===== src/rtl/baggage_drop_seq.sv =====
// Baggage-drop measurement sequencer: sensor average, serial sqrt, drop decision.
// Optional zero-reading sensor fault handling is enabled with SENSOR_FAULT_EN.
module baggage_drop_seq #(
   parameter int DROP_HOLD = 16,
   parameter int CNT_W     = 16
) (
   input  logic        clk,
   input  logic        rst,
   input  logic        start,
   input  logic [7:0]  sensor1,
   input  logic [7:0]  sensor2,
   input  logic [7:0]  sensor3,
   input  logic [7:0]  sensor4,
   input  logic [15:0] t_lim,
   input  logic        drop_en,
   output logic        busy,
   output logic        result_valid,
   output logic [15:0] t_act,
   output logic        drop_activated,
   output logic        fault
);

   typedef enum logic [2:0] {
      S_IDLE,
      S_CAPTURE,
      S_SQRT,
      S_DECIDE,
      S_HOLD
   } state_t;

   state_t state, state_nx;

   logic [23:0]      rad;
   logic [13:0]      rem;
   logic [11:0]      root;
   logic [3:0]       step;
   logic [CNT_W-1:0] hold_cnt;
   logic             rv;

   logic [9:0]  sum;
   logic [7:0]  avg;
   logic [15:0] rem_sh;
   logic [15:0] trial;
   logic        ge;
   logic [15:0] rem_sub;
   logic [15:0] t_new;
   logic        decide;
   logic        hold_last;
   logic        bad_cap;

   assign sum = {2'b00, sensor1} + {2'b00, sensor2}
              + {2'b00, sensor3} + {2'b00, sensor4};

`ifdef SENSOR_FAULT_EN
   logic [8:0] p13;
   logic [8:0] p24;
   logic       bad13;
   logic       bad24;
   logic       fault_pend;
   logic       fault_r;

   assign p13   = {1'b0, sensor1} + {1'b0, sensor3};
   assign p24   = {1'b0, sensor2} + {1'b0, sensor4};
   assign bad13 = (sensor1 == 8'd0) || (sensor3 == 8'd0);
   assign bad24 = (sensor2 == 8'd0) || (sensor4 == 8'd0);

   always_comb begin
      avg = sum[9:2];
      if (bad13) begin
         avg = p24[8:1];
      end else if (bad24) begin
         avg = p13[8:1];
      end
   end

   assign bad_cap = bad13 && bad24;

   // Fault is latched at capture but only exposed from DECIDE onward.
   always_ff @(posedge clk) begin
      if (rst) begin
         fault_pend <= 1'b0;
         fault_r    <= 1'b0;
      end else begin
         if (state == S_IDLE && start) begin
            fault_r <= 1'b0;
         end
         if (state == S_CAPTURE) begin
            fault_pend <= bad_cap;
         end
         if (state == S_DECIDE) begin
            fault_r <= fault_pend;
         end
      end
   end

   assign fault  = fault_r;
   assign t_new  = fault_pend ? 16'd0 : {5'd0, root[11:1]};
   assign decide = drop_en && !fault_pend && (t_new <= t_lim);
`else
   assign avg     = sum[9:2];
   assign bad_cap = 1'b0;
   assign fault   = 1'b0;
   assign t_new   = {5'd0, root[11:1]};
   assign decide  = drop_en && (t_new <= t_lim);
`endif

   // One restoring square-root step: bring down two radicand bits.
   assign rem_sh  = {rem, rad[23:22]};
   assign trial   = {2'b00, root, 2'b01};
   assign ge      = rem_sh >= trial;
   assign rem_sub = rem_sh - trial;

   assign hold_last = hold_cnt == CNT_W'(DROP_HOLD - 1);

   always_ff @(posedge clk) begin
      if (rst) begin
         state <= S_IDLE;
      end else begin
         state <= state_nx;
      end
   end

   always_comb begin
      state_nx = state;
      unique case (state)
         S_IDLE: begin
            if (start) state_nx = S_CAPTURE;
         end
         S_CAPTURE: state_nx = S_SQRT;
         S_SQRT: begin
            if (step == 4'd11) state_nx = S_DECIDE;
         end
         S_DECIDE: state_nx = decide ? S_HOLD : S_IDLE;
         S_HOLD: begin
            if (hold_last) state_nx = S_IDLE;
         end
         default: state_nx = S_IDLE;
      endcase
   end

   always_ff @(posedge clk) begin
      if (rst) begin
         rad      <= '0;
         rem      <= '0;
         root     <= '0;
         step     <= '0;
         hold_cnt <= '0;
         t_act    <= '0;
         rv       <= 1'b0;
      end else begin
         rv <= 1'b0;
         unique case (state)
            S_CAPTURE: begin
               rad  <= {avg, 16'h0000};
               rem  <= '0;
               root <= '0;
               step <= '0;
            end
            S_SQRT: begin
               rad  <= {rad[21:0], 2'b00};
               rem  <= ge ? rem_sub[13:0] : rem_sh[13:0];
               root <= {root[10:0], ge};
               step <= step + 4'd1;
            end
            S_DECIDE: begin
               t_act    <= t_new;
               rv       <= 1'b1;
               hold_cnt <= '0;
            end
            S_HOLD: begin
               hold_cnt <= hold_cnt + CNT_W'(1);
            end
            default: begin
            end
         endcase
      end
   end

   assign busy           = state != S_IDLE;
   assign result_valid   = rv;
   assign drop_activated = state == S_HOLD;

endmodule


===== config.mk =====
export PLATFORM = sky130hd
export DESIGN_NAME = baggage_drop_seq
export DESIGN_NICKNAME = d
export VERILOG_FILES = /design/src/rtl/baggage_drop_seq.sv
export SDC_FILE = /design/constraint.sdc
export NUM_CORES = 1
export LEC_CHECK = 0
export ABC_CLOCK_PERIOD_IN_PS = 6200
export BUFFER_PORTS_ARGS = -buffer_cell sky130_fd_sc_hd__buf_2
export CAP_MARGIN = 20
export CORE_MARGIN = 2
export CORE_UTILIZATION = 61
export CTS_CLUSTER_SIZE = 20
export DETAILED_ROUTE_END_ITERATION = 10
export GPL_ROUTABILITY_DRIVEN = 0
export HOLD_SLACK_MARGIN = 0.03
export PLACE_DENSITY = 0.84
export REMOVE_ABC_BUFFERS = 1
export SLEW_MARGIN = 20
export SYNTH_ARGS = -nofsm -noshare
export SYNTH_HDL_FRONTEND = slang
export SYNTH_SLANG_ARGS = --single-unit

===== constraint.sdc =====
create_clock -name clk -period 6.2 [get_ports clk]
set_input_delay 0.31 -clock clk [delete_from_list [all_inputs] [get_ports clk]]
set_output_delay 0.31 -clock clk [all_outputs]
set_load 0.05 [all_outputs]

==> impl_metrics.json <==
{
  "antennaDiodeCount": 0,
  "async_flop_share": 0,
  "setup.worst_path.end_class": "flip-flop",
  "min_from": "drop_en",
  "cts.sinks": 69,
  "grt_use_total": 0.263,
  "layout_common_cells": "inv_1 (75), dfxtp_1 (69), buf_2 (65)",
  "fin_cells": 765,
  "drt-pass1-iter-count": 5,
  "whs_endpoint": "state[2]$_SDFFE_PP0P_",
  "finalHoldViolCount": 0,
  "antenna_found_initial": 0,
  "synthCells": 604,
  "rr_endpoint": "rem[3]$_SDFFE_PP0P_",
  "htree_num_levels": 3,
  "die-width_um": 93.7,
  "leakage_nw": 2.44,
  "fin_crit_sh": 0.469,
  "cts_tree": "built",
  "whs_path_depth": 2,
  "cts_root_buf": "clkbuf_8",
  "rows": 32,
  "worstPathRequired_ns": 6.49,
  "overflow": 0,
  "cap_violations": 0,
  "detail-route-antenna-nets": 0,
  "cts_resized": 0,
  "synth_area_leader_cell": "dfxtp_1",
  "synth_compound_area_frac": 0.219,
  "holdBufCountCts": 0,
  "rsz0062_at_grt": "false",
  "final_nets": 761,
  "regToRegSetupSlack_ns": 3.65,
  "tightest_slew_ns": 0.865,
  "io_pins": 72,
  "drive_gt1_frac": 0.167,
  "clk_pin_slew_worst_paths_ns": 0.08,
  "run_status": "complete, no violations",
  "yosys.area_share.simple": 0.207,
  "yosys_warnings": 0,
  "yosys-top-cells-area": "dfxtp_1 (28%), ha_1 (8.7%), fa_1 (6.5%)",
  "synth_mux_area_frac": 0.0314,
  "drt_iter0_markers": 183,
  "clk_latency_ns": 0.36,
  "wirelength_um": 10900,
  "path_class": "in2reg",
  "synth_xor_area_frac": 0.0161,
  "rr_worst_depth": 9,
  "synth-edff-count": 0,
  "ys.flop_type": "dfxtp_1",
  "drc": 0,
  "syn-cell-area_um2": 4910,
  "post_drt_wl_per_cell_um": 14.3,
  "tns_ns": 0,
  "dp_cells": 750,
  "grt_pass1_wl_um": 18800,
  "die_area_um2": 8780,
  "powerDensity_nw_per_um2": 304,
  "core_area_um2": 7770,
  "grt_max_degree": 62,
  "synth_area_per_cell_um2": 8.12,
  "port_buffers": 65,
  "hold_class": "in2reg",
  "finalPower_mw": 1.67,
  "fp.dieH_um": 93.7,
  "synthAdderAreaFrac": 0.152,
  "fin_crit_ns": 2.91,
  "drv_slew": 0,
  "arrival_ns": 3.20,
  "via_per_inst": 5.84,
  "grt_pass1_vias": 4312,
  "yosysUniqueCellTypes": 81,
  "synth_top_family_by_area": "compound AO/OA/AOI/OAI gates",
  "max-vdd-ir-drop_mv": 0.177,
  "ys_ff_latch": 69,
  "worst_clock_skew_ns": 0.00992,
  "cts_setup_buffers": 0,
  "crit_fanout": 2,
  "hpwl_um": 7980,
  "r2r_start": "root[5]$_SDFFE_PP0P_",
  "slew_headroom": 0.421,
  "final_common_cell": "inv_1",
  "start_util": 0.632,
  "dr_total_vias": 4467,
  "cts_buffers": 9,
  "areaGrowthSynthToFinish_pct": 11.7,
  "yosysSeqAreaShare": 0.281,
  "max_freq_mhz": 344,
  "start_kind": "input pin",
  "yosysTopAreaCellShare": 0.281,
  "cts_max_path_buffers": 2,
  "setup_viol": 0
}
-- worst max path at each step --
stage                           from              endpoint
after floorplan           sensor1[1]  rad[21]$_SDFFE_PP0P_
after global placement    sensor1[1]  rad[21]$_SDFFE_PP0P_
after detailed placement  sensor1[1]  rad[21]$_SDFFE_PP0P_
after CTS                 sensor1[1]  rad[21]$_SDFFE_PP0P_
after global routing      sensor1[1]  rad[21]$_SDFFE_PP0P_
final                     sensor1[1]  rad[21]$_SDFFE_PP0P_
-- cells in the mapped netlist, drive strengths merged (14+ instances only) --
master / instances
ha: 34
buf: 14
inv: 76
nor2: 58
a21oi: 44
a22oi: 18
nand2: 56
dfxtp: 69
clkbuf: 16
o21ai: 26
fa: 16
-- critical path, cell delays in order --
cell	delay, ns
buf_2	0.07
inv_1	0.04
fa_1	0.53
inv_1	0.05
fa_1	0.47
nand2_1	0.09
nor2_1	0.05
fa_1	0.40
a21o_1	0.19
a21oi_1	0.20
nor2b_1	0.07
o21ai_0	0.26
mux2_1	0.35
o22ai_1	0.11
-- registers in the layout (all words and copies together) (netlist names) --
register	count
root	12
hold_cnt	16
rad	8
rem	14
step	4
t_act	11
result_valid	1
state	3
-- report_power, final --
group / internal, mW / switching (mW)
clock: 0.266 / 0.185
sequential: 0.466 / 0.0235
combinational: 0.311 / 0.415
-- routing by layer --
| metal | global-route usage | part of all wire | up-vias |
|---|---|---|---|
| met4 | 0.0713 | 0.016 | 0 |
| met3 | 0.0530 | 0.044 | 16 |
| met5 | 0 | 0 | - |
| met1 | 0.314 | 0.43 | 2125 |
| li1 | - | - | 2191 |
| met2 | 0.476 | 0.51 | 135 |
-- logic make-up after synthesis --
group / Yosys count
other cells: 1
fa+ha+maj: 50
mux: 15
compound gates: 153
flops: 69
xor+xnor: 9
buf+inv: 106
simple gates: 201
-- cell type report --
| type | count | area [µm²] |
|---|---|---|
| multi-input combinational | 434 | 3090 |
| fill | 624 | 2290 |
| sequential | 69 | 1380 |
| timing repair buffer | 69 | 355 |
| inverter | 76 | 285 |
| tap | 102 | 128 |
| clock buffer | 9 | 124 |
| clock inverter | 6 | 111 |
-- through the flow --
step	setup WS (ns)	hold slack [ns]	area, µm²	util
2_1_floorplan	3.17	0.379	4760	-
3_3_place_gp	3.00	0.439	5240	0.675
3_5_place_dp	2.93	0.446	5240	0.675
4_1_cts	3.28	0.195	5480	0.705
5_1_grt	3.17	0.203	5480	0.705
6_report	3.29	0.187	5480	0.705
Note: power is estimated with default switching activity, not from simulation.
